$ cat config.mk
export PLATFORM = sky130hd
export DESIGN_NAME = vga_sync_rx_flat
export DESIGN_NICKNAME = d
export VERILOG_FILES = /design/src/rtl/vga_sync_rx_if.sv /design/src/rtl/vga_sync_rx.sv /design/src/flat_wrapper.sv
export SDC_FILE = /design/constraint.sdc
export NUM_CORES = 1
export LEC_CHECK = 0
export BUFFER_PORTS_ARGS = -buffer_cell sky130_fd_sc_hd__buf_4
export CAP_MARGIN = 20
export CORE_ASPECT_RATIO = 0.75
export CORE_UTILIZATION = 58
export CTS_CLUSTER_DIAMETER = 120
export CTS_CLUSTER_SIZE = 14
export DETAILED_ROUTE_END_ITERATION = 7
export GPL_TIMING_DRIVEN = 0
export MAX_ROUTING_LAYER = met4
export PLACE_DENSITY = 0.89
export REMOVE_ABC_BUFFERS = 1
export SETUP_SLACK_MARGIN = 0.3
export SLEW_MARGIN = 20
export SYNTH_ARGS = -nofsm -noshare
export SYNTH_HDL_FRONTEND = slang
export SYNTH_SLANG_ARGS = --single-unit
$ cat constraint.sdc
create_clock -name CLOCK_50 -period 4.2 [get_ports CLOCK_50]
set_input_delay 0.21 -clock CLOCK_50 [delete_from_list [all_inputs] [get_ports CLOCK_50]]
set_output_delay 0.21 -clock CLOCK_50 [all_outputs]
set_load 0.02 [all_outputs]
$ cat src/rtl/vga_sync_rx_if.sv
// VGA receive bus: sync/colour stream from the timing generator plus the
// recovered pixel coordinates, colour and format status returned to consumers.
interface vga_sync_rx_if;
    logic       pix_en;
    logic       VGA_HS;
    logic       VGA_VS;
    logic [7:0] VGA_R;
    logic [7:0] VGA_G;
    logic [7:0] VGA_B;
    logic [9:0] pix_x;
    logic [9:0] pix_y;
    logic [7:0] pix_r;
    logic [7:0] pix_g;
    logic [7:0] pix_b;
    logic       pix_valid;
    logic       frame_start;
    logic [9:0] line_len;
    logic [9:0] frame_lines;
    logic       locked;
    logic       err;

    modport master (
        output pix_en, VGA_HS, VGA_VS, VGA_R, VGA_G, VGA_B,
        input  pix_x, pix_y, pix_r, pix_g, pix_b, pix_valid, frame_start,
               line_len, frame_lines, locked, err
    );

    modport slave (
        input  pix_en, VGA_HS, VGA_VS, VGA_R, VGA_G, VGA_B,
        output pix_x, pix_y, pix_r, pix_g, pix_b, pix_valid, frame_start,
               line_len, frame_lines, locked, err
    );
endinterface

$ cat src/rtl/vga_sync_rx.sv
// VGA timing recovery: rebuilds h/v coordinates from HS/VS, measures line and
// frame length, locks onto a stable format and reports active pixels.
module vga_sync_rx #(
    parameter int unsigned H_ACTIVE_START = 32'd144,
    parameter int unsigned H_ACTIVE       = 32'd640,
    parameter int unsigned V_ACTIVE_START = 32'd35,
    parameter int unsigned V_ACTIVE       = 32'd480
) (
    input logic          CLOCK_50,
    input logic          reset,
    vga_sync_rx_if.slave vga
);
    typedef enum logic [1:0] {
        ST_SEARCH  = 2'd0,
        ST_MEASURE = 2'd1,
        ST_LOCKED  = 2'd2
    } state_t;

    localparam logic [9:0] H_LO  = 10'(H_ACTIVE_START);
    localparam logic [9:0] H_HI  = 10'(H_ACTIVE_START + H_ACTIVE);
    localparam logic [9:0] V_LO  = 10'(V_ACTIVE_START);
    localparam logic [9:0] V_HI  = 10'(V_ACTIVE_START + V_ACTIVE);
    localparam logic [9:0] C_MAX = 10'd1023;

    logic        smp_hs_r, smp_vs_r, smp_vld_r, prv_hs_r, prv_vs_r;
    logic [23:0] smp_rgb_r;
    logic [9:0]  h_r, v_r;
    logic        seen_hs_r, seen_vs_r;
    state_t      state_r;
    logic [9:0]  ref_len_r, ref_lines_r;
    logic        len_ok_r, lines_ok_r, line_bad_r;
    logic [9:0]  pix_x_r, pix_y_r, line_len_r, frame_lines_r;
    logic [7:0]  pix_r_r, pix_g_r, pix_b_r;
    logic        pix_valid_r, frame_start_r, locked_r, err_r;

    logic        proc_s, hs_rise_s, vs_rise_s, vs_evt_s;
    logic [9:0]  h_cur_s, v_cur_s, meas_len_s, meas_lines_s;
    logic        len_chk_s, lines_chk_s, len_mis_s, frame_bad_s, fail_s, active_s;

    // Decode the held sample: edges, its coordinates and the lock checks.
    always_comb begin
        proc_s       = vga.pix_en & smp_vld_r;
        hs_rise_s    = smp_hs_r & ~prv_hs_r;
        vs_rise_s    = smp_vs_r & ~prv_vs_r;
        vs_evt_s     = vs_rise_s & hs_rise_s;
        if (hs_rise_s) begin
            h_cur_s = 10'd0;
        end else if (h_r == C_MAX) begin
            h_cur_s = C_MAX;
        end else begin
            h_cur_s = h_r + 10'd1;
        end
        if (!hs_rise_s) begin
            v_cur_s = v_r;
        end else if (vs_rise_s) begin
            v_cur_s = 10'd0;
        end else if (v_r == C_MAX) begin
            v_cur_s = C_MAX;
        end else begin
            v_cur_s = v_r + 10'd1;
        end
        meas_len_s   = h_r + 10'd1;
        meas_lines_s = v_r + 10'd1;
        len_chk_s    = hs_rise_s & seen_hs_r;
        lines_chk_s  = vs_evt_s & seen_vs_r;
        len_mis_s    = len_ok_r & (meas_len_s != ref_len_r);
        frame_bad_s  = line_bad_r | ~len_ok_r | len_mis_s;
        // An HS rise forces h to 0, so it always wins over the h timeout.
        fail_s       = (len_chk_s & (meas_len_s != ref_len_r))
                     | (lines_chk_s & (meas_lines_s != ref_lines_r))
                     | (h_cur_s == C_MAX) | (v_cur_s == C_MAX);
        active_s     = (state_r == ST_LOCKED) & ~fail_s
                     & (h_cur_s >= H_LO) & (h_cur_s < H_HI)
                     & (v_cur_s >= V_LO) & (v_cur_s < V_HI);
    end

    // Input sampling register and previous-sync history.
    always_ff @(posedge CLOCK_50) begin
        if (!reset) begin
            smp_hs_r  <= 1'b0;
            smp_vs_r  <= 1'b0;
            smp_rgb_r <= 24'd0;
            smp_vld_r <= 1'b0;
            prv_hs_r  <= 1'b0;
            prv_vs_r  <= 1'b0;
        end else if (vga.pix_en) begin
            smp_hs_r  <= vga.VGA_HS;
            smp_vs_r  <= vga.VGA_VS;
            smp_rgb_r <= {vga.VGA_R, vga.VGA_G, vga.VGA_B};
            smp_vld_r <= 1'b1;
            prv_hs_r  <= smp_hs_r;
            prv_vs_r  <= smp_vs_r;
        end
    end

    // Position counters and line/frame length measurement.
    always_ff @(posedge CLOCK_50) begin
        if (!reset) begin
            h_r           <= 10'd0;
            v_r           <= 10'd0;
            seen_hs_r     <= 1'b0;
            seen_vs_r     <= 1'b0;
            line_len_r    <= 10'd0;
            frame_lines_r <= 10'd0;
        end else if (proc_s) begin
            h_r <= h_cur_s;
            v_r <= v_cur_s;
            if (hs_rise_s) seen_hs_r <= 1'b1;
            if (vs_evt_s) seen_vs_r <= 1'b1;
            if (len_chk_s) line_len_r <= meas_len_s;
            if (lines_chk_s) frame_lines_r <= meas_lines_s;
        end
    end

    // Lock FSM: two consecutive matching frames lock, any deviation drops lock.
    always_ff @(posedge CLOCK_50) begin
        if (!reset) begin
            state_r     <= ST_SEARCH;
            ref_len_r   <= 10'd0;
            ref_lines_r <= 10'd0;
            len_ok_r    <= 1'b0;
            lines_ok_r  <= 1'b0;
            line_bad_r  <= 1'b0;
            locked_r    <= 1'b0;
            err_r       <= 1'b0;
        end else if (proc_s) begin
            case (state_r)
                ST_SEARCH: begin
                    if (vs_evt_s) begin
                        state_r    <= ST_MEASURE;
                        len_ok_r   <= 1'b0;
                        lines_ok_r <= 1'b0;
                        line_bad_r <= 1'b0;
                    end
                end
                ST_MEASURE: begin
                    if (vs_evt_s) begin
                        if (frame_bad_s) begin
                            ref_len_r  <= meas_len_s;
                            len_ok_r   <= 1'b1;
                            lines_ok_r <= 1'b0;
                            line_bad_r <= 1'b0;
                        end else if (!lines_ok_r) begin
                            ref_lines_r <= meas_lines_s;
                            lines_ok_r  <= 1'b1;
                        end else if (meas_lines_s == ref_lines_r) begin
                            state_r  <= ST_LOCKED;
                            locked_r <= 1'b1;
                        end else begin
                            ref_lines_r <= meas_lines_s;
                        end
                    end else if (hs_rise_s) begin
                        if (!len_ok_r) begin
                            ref_len_r <= meas_len_s;
                            len_ok_r  <= 1'b1;
                        end else if (len_mis_s) begin
                            ref_len_r  <= meas_len_s;
                            line_bad_r <= 1'b1;
                            lines_ok_r <= 1'b0;
                        end
                    end
                end
                ST_LOCKED: begin
                    if (fail_s) begin
                        state_r  <= ST_SEARCH;
                        locked_r <= 1'b0;
                        err_r    <= 1'b1;
                    end
                end
                default: begin
                    state_r  <= ST_SEARCH;
                    locked_r <= 1'b0;
                end
            endcase
        end
    end

    // Pixel report and frame_start pulse; coordinates/colour hold between pulses.
    always_ff @(posedge CLOCK_50) begin
        if (!reset) begin
            pix_x_r       <= 10'd0;
            pix_y_r       <= 10'd0;
            pix_r_r       <= 8'd0;
            pix_g_r       <= 8'd0;
            pix_b_r       <= 8'd0;
            pix_valid_r   <= 1'b0;
            frame_start_r <= 1'b0;
        end else begin
            pix_valid_r   <= proc_s & active_s;
            frame_start_r <= proc_s & vs_rise_s;
            if (proc_s && active_s) begin
                pix_x_r <= h_cur_s - H_LO;
                pix_y_r <= v_cur_s - V_LO;
                pix_r_r <= smp_rgb_r[23:16];
                pix_g_r <= smp_rgb_r[15:8];
                pix_b_r <= smp_rgb_r[7:0];
            end
        end
    end

    assign vga.pix_x       = pix_x_r;
    assign vga.pix_y       = pix_y_r;
    assign vga.pix_r       = pix_r_r;
    assign vga.pix_g       = pix_g_r;
    assign vga.pix_b       = pix_b_r;
    assign vga.pix_valid   = pix_valid_r;
    assign vga.frame_start = frame_start_r;
    assign vga.line_len    = line_len_r;
    assign vga.frame_lines = frame_lines_r;
    assign vga.locked      = locked_r;
    assign vga.err         = err_r;
endmodule
$ cat src/flat_wrapper.sv
// flat-port wrapper written by rule: the top's interface ports become plain ports
module vga_sync_rx_flat 
#(
    parameter int unsigned H_ACTIVE_START = 32'd144,
    parameter int unsigned H_ACTIVE       = 32'd640,
    parameter int unsigned V_ACTIVE_START = 32'd35,
    parameter int unsigned V_ACTIVE       = 32'd480
)
  (CLOCK_50, reset, vga_pix_en, vga_VGA_HS, vga_VGA_VS, vga_VGA_R, vga_VGA_G, vga_VGA_B, vga_pix_x, vga_pix_y, vga_pix_r, vga_pix_g, vga_pix_b, vga_pix_valid, vga_frame_start, vga_line_len, vga_frame_lines, vga_locked, vga_err);
  vga_sync_rx_if vga_i ();
  input logic CLOCK_50;
  input logic reset;
  input wire logic [$bits(vga_i.pix_en)-1:0] vga_pix_en;
  input wire logic [$bits(vga_i.VGA_HS)-1:0] vga_VGA_HS;
  input wire logic [$bits(vga_i.VGA_VS)-1:0] vga_VGA_VS;
  input wire logic [$bits(vga_i.VGA_R)-1:0] vga_VGA_R;
  input wire logic [$bits(vga_i.VGA_G)-1:0] vga_VGA_G;
  input wire logic [$bits(vga_i.VGA_B)-1:0] vga_VGA_B;
  output wire logic [$bits(vga_i.pix_x)-1:0] vga_pix_x;
  output wire logic [$bits(vga_i.pix_y)-1:0] vga_pix_y;
  output wire logic [$bits(vga_i.pix_r)-1:0] vga_pix_r;
  output wire logic [$bits(vga_i.pix_g)-1:0] vga_pix_g;
  output wire logic [$bits(vga_i.pix_b)-1:0] vga_pix_b;
  output wire logic [$bits(vga_i.pix_valid)-1:0] vga_pix_valid;
  output wire logic [$bits(vga_i.frame_start)-1:0] vga_frame_start;
  output wire logic [$bits(vga_i.line_len)-1:0] vga_line_len;
  output wire logic [$bits(vga_i.frame_lines)-1:0] vga_frame_lines;
  output wire logic [$bits(vga_i.locked)-1:0] vga_locked;
  output wire logic [$bits(vga_i.err)-1:0] vga_err;
  assign vga_i.pix_en = vga_pix_en;
  assign vga_i.VGA_HS = vga_VGA_HS;
  assign vga_i.VGA_VS = vga_VGA_VS;
  assign vga_i.VGA_R = vga_VGA_R;
  assign vga_i.VGA_G = vga_VGA_G;
  assign vga_i.VGA_B = vga_VGA_B;
  assign vga_pix_x = vga_i.pix_x;
  assign vga_pix_y = vga_i.pix_y;
  assign vga_pix_r = vga_i.pix_r;
  assign vga_pix_g = vga_i.pix_g;
  assign vga_pix_b = vga_i.pix_b;
  assign vga_pix_valid = vga_i.pix_valid;
  assign vga_frame_start = vga_i.frame_start;
  assign vga_line_len = vga_i.line_len;
  assign vga_frame_lines = vga_i.frame_lines;
  assign vga_locked = vga_i.locked;
  assign vga_err = vga_i.err;
  vga_sync_rx #(.H_ACTIVE_START(H_ACTIVE_START), .H_ACTIVE(H_ACTIVE), .V_ACTIVE_START(V_ACTIVE_START), .V_ACTIVE(V_ACTIVE)) u_core (.CLOCK_50(CLOCK_50), .reset(reset), .vga(vga_i));
endmodule
==> summary.txt <==
Outcome
  – Status: completed

Drt
  – Final wirelength: 20,100 um
  – WL/cell: 18.2 um
  – Detail Route Antenna Nets: 0
  – Initial DRC Count: 771
  – Residual DRC: 0
  – DR vias/cell: 6.30
  – TritonRoute pass-1 iters: 7
  – DR vias: 6,991

Clock network
  – Clk sinks: 144
  – Clock buffer depth: 2
  – Root Driver: clkbuf_16
  – Htree depth: 4
  – Worst-path clk slew: 70 ps
  – Num CTS Buffers: 17
  – CTS tree: done
  – Latest clock arrival within the worst-skew pair: 430 ps

Synthesis
  – Netlist Area Pre-Place: 0.00716 mm^2
  – Number of flops mapped to enable cells by yosys: 0
  – Synth top cells by count: 144 x dfxtp_1, 113 x nor2_1, 90 x nand2_1, 55 x clkbuf_1, 52 x nand3_1
  – Top cell type's share of synthesized area: 40.2%
  – #FFs+latches synth: 144
  – Asr flop ratio synth: 0%
  – Count leader, synth: dfxtp_1
  – Cell taking the most area after synthesis: dfxtp_1
  – Cells after Synth: 883
  – Synth Flop Type: dfxtp_1
  – Synth Warn #: 0
  – Synth Area per Inst: 8.11 um^2
  – Synth cell types: 72
  – Top cells by area, synth: dfxtp_1 40%, nor2_1 5.9%, mux2i_1 5.6%, nand2_1 4.7%, nand3_1 3.6%
  – Post-synthesis sequential area ratio: 40.2%

Power and ir drop
  – Power per cell area: 361 mW/mm^2
  – Static leakage: 3.30 nW
  – Worst vdd ir: 351 uV
  – Tot Pwr: 3.12 mW

Worst setup path
  – CP endpoint kind: flip-flop
  – CP Data Required Time: 4560 ps
  – CP bufs+invs: 2
  – Register-to-Register Path Depth: 13
  – Critical path class: flip-flop to flip-flop
  – Worst path max stage delay: 460 ps
  – R2R setup slack: 460 ps
  – Slowest-stage cell, CP: dfxtp_1
  – Crit Path Max Fanout: 24
  – Worst-path cell chain: and4_2 -> nand2_1 -> xnor2_1 -> o21ai_2 -> ha_1 -> or4b_1 -> a31oi_1 -> o21ai_0 -> a221oi_4 -> buf_8 -> buf_6 -> or3b_1 -> o21ai_1
  – R2R Path Start: u_core.h_r[1]
  – Arr. time, crit path: 4100 ps
  – Startpoint types: flip-flop
  – Crit Reg-Reg Endpoint: u_core.vga.pix_y[0]
  – Top cell family by delay on the critical path: simple AND/OR/NAND/NOR gates

Place
  – Port bufs: 96
  – Global placement routability congestion: 0.959
  – Post-DP HPWL: 12,600 um
  – Dpl ws: -403 ps
  – Placed cells: 1,074

Die
  – Row count: 34
  – Die width: 130 um
  – Core footprint: 0.0118 mm^2
  – Initial Utilization: 60.6%
  – Boundary Pins: 97
  – DIE HEIGHT: 98.3 um
  – Die Area: 0.0128 mm^2

Layout
  – Layout cell share with drive strength beyond 1: 18.2%
  – Finished Layout Cells: 1,109
  – Footprint of the multi-input gates: 0.00406 mm^2
  – Layout area overhead: 20.7%
  – Diodes inserted: 0
  – Core Util, Final: 73.1%
  – Seq. cell area: 0.00290 mm^2
  – Layout fillers: 866
  – # nets final: 969

Worst hold path
  – Hold Path Class: primary input to flip-flop
  – Hold_sp: vga_VGA_G[7]
  – Hold path endpoint: u_core.smp_rgb_r[15]
  – Worst Hold Depth: 3

GRT
  – GRT Resource Usage Total: 32.5%
  – Global-route wire length before repair: 31,600 um
  – Vias in the first global route: 6,267
  – Initial antenna violation count: 0
  – Largest net degree at the start of global routing: 95
  – Grt ovf: 0

STA
  – Final setup fails: 0
  – Peak Freq: 267 MHz
  – Slew at the pin closest to its max-slew limit: 936 ps
  – Worst Skew: 11.2 ps
  – Final setup margin: 461 ps
  – RSZ-0062 raised after global routing: no
  – Final Hold Violating Endpoints: 0
  – Max Slew Vio Count: 0
  – Relative slew margins: 37.6%
  – Final critical-path required period: 3740 ps
  – Final period util: 89.0%
  – Fin Hold WS: 7.44 ps

Job
  – Max Cap Viol: 0
[metal layers]
| layer | GRT usage [%] | share of wire [%] | up-vias | routed length [um] |
|---|---|---|---|---|
| met3 | 8.11 | 11 | 38 | 2180 |
| met4 | 10.1 | 1.8 | 0 | 357 |
| met2 | 47.1 | 44 | 389 | 8900 |
| met5 | - | 0 | - | 0 |
| li1 | - | - | 3290 | - |
| met1 | 44.3 | 43 | 3274 | 8700 |
[cell usage in the layout, fill, tap and decap left out, drive strengths merged, types with 3 or more instances in the layout]
cell type	count
buf	105
o41ai	8
a311oi	3
nor4	4
ha	6
nor3	19
or3	9
and3	13
mux2i	40
xnor2	25
nand2	90
nand4b	3
and4	5
a31oi	12
nand3	53
a21o	3
clkbuf	17
a211oi	24
o31ai	3
a41oi	4
a21boi	5
nand2b	8
o2111ai	4
inv	18
clkinv	5
nor2b	6
dfxtp	144
nor4b	4
and2	8
nor2	113
a21oi	43
nand4	9
a221oi	3
o211ai	14
o21ai	67
o311ai	3
xor2	11
[cell type report]
| cell class | count | share of cell area [%] |
|---|---|---|
| Clock buffer | 17 | 4.92 |
| Clock inverter | 15 | 2.23 |
| Inverter | 10 | 0.463 |
| Multi-Input combinational cell | 656 | 46.9 |
| Sequential cell | 144 | 33.5 |
| Tap cell | 162 | 2.34 |
| Timing Repair Buffer | 105 | 9.61 |
[registers in the layout, indices dropped and copies added (netlist names), 2 cells and up]
register / count
u_core.h_r: 10
u_core.ref_len_r: 10
u_core.ref_lines_r: 10
u_core.smp_rgb_r: 24
u_core.state_r: 2
u_core.v_r: 10
u_core.vga.frame_lines: 10
u_core.vga.line_len: 10
u_core.vga.pix_b: 8
u_core.vga.pix_g: 8
u_core.vga.pix_r: 8
u_core.vga.pix_x: 10
u_core.vga.pix_y: 10
[metrics by stage]
step | setup TNS, ps | instance area, um^2
6_report | 0 | 8650
5_1_grt | 0 | 8650
4_1_cts | 0 | 8590
3_5_place_dp | -3550 | 7900
3_3_place_gp | -156310 | 7790
2_1_floorplan | -61850 | 6870
[power by group]
group	switching [mW]	internal, mW	leakage, nW
sequential	0.0143	1.38	1.17
clock	0.682	0.907	0.304
combinational	0.0872	0.0506	1.83
total	0.783	2.34	3.30
[repair_timing]
item,4_1_cts,5_1_grt
setup endpoints to repair,56,36
hold buffers,0,0
setup buffers,2,1
pin swaps,1,1
resized for setup,14,18
[worst max path at each step]
stage | start | endpoint | cells past startpoint
finish | u_core.h_r[1] | u_core.vga.pix_y[0] | 13
global route | u_core.h_r[1] | u_core.vga.pix_y[0] | 13
CTS | u_core.h_r[0] | u_core.vga.pix_y[0] | 14
detailed placement | u_core.h_r[0] | u_core.vga.pix_y[0] | 14
global placement | u_core.smp_hs_r | u_core.vga.pix_g[2] | 9
floorplan | u_core.smp_hs_r | u_core.vga.pix_y[0] | 9
[cell families after synthesis]
| family | Yosys count | synth area share (%) |
|---|---|---|
| compound gates | 217 | 19.9 |
| mux | 40 | 5.59 |
| simple gates | 356 | 23.7 |
| flops | 144 | 40.2 |
| buf+inv | 83 | 4.68 |
| fa+ha+maj | 6 | 1.05 |
| xor+xnor | 37 | 4.82 |
[worst reg2reg max path, cell delays in order (launching register included)]
cell and delay (ps):
dfxtp_1 460, and4_2 380, nand2_1 90, xnor2_1 210
o21ai_2 280, ha_1 210, or4b_1 460, a31oi_1 190
o21ai_0 180, a221oi_4 300, buf_8 220, buf_6 210
or3b_1 380, o21ai_1 90
(Power assumes the default switching activity.)
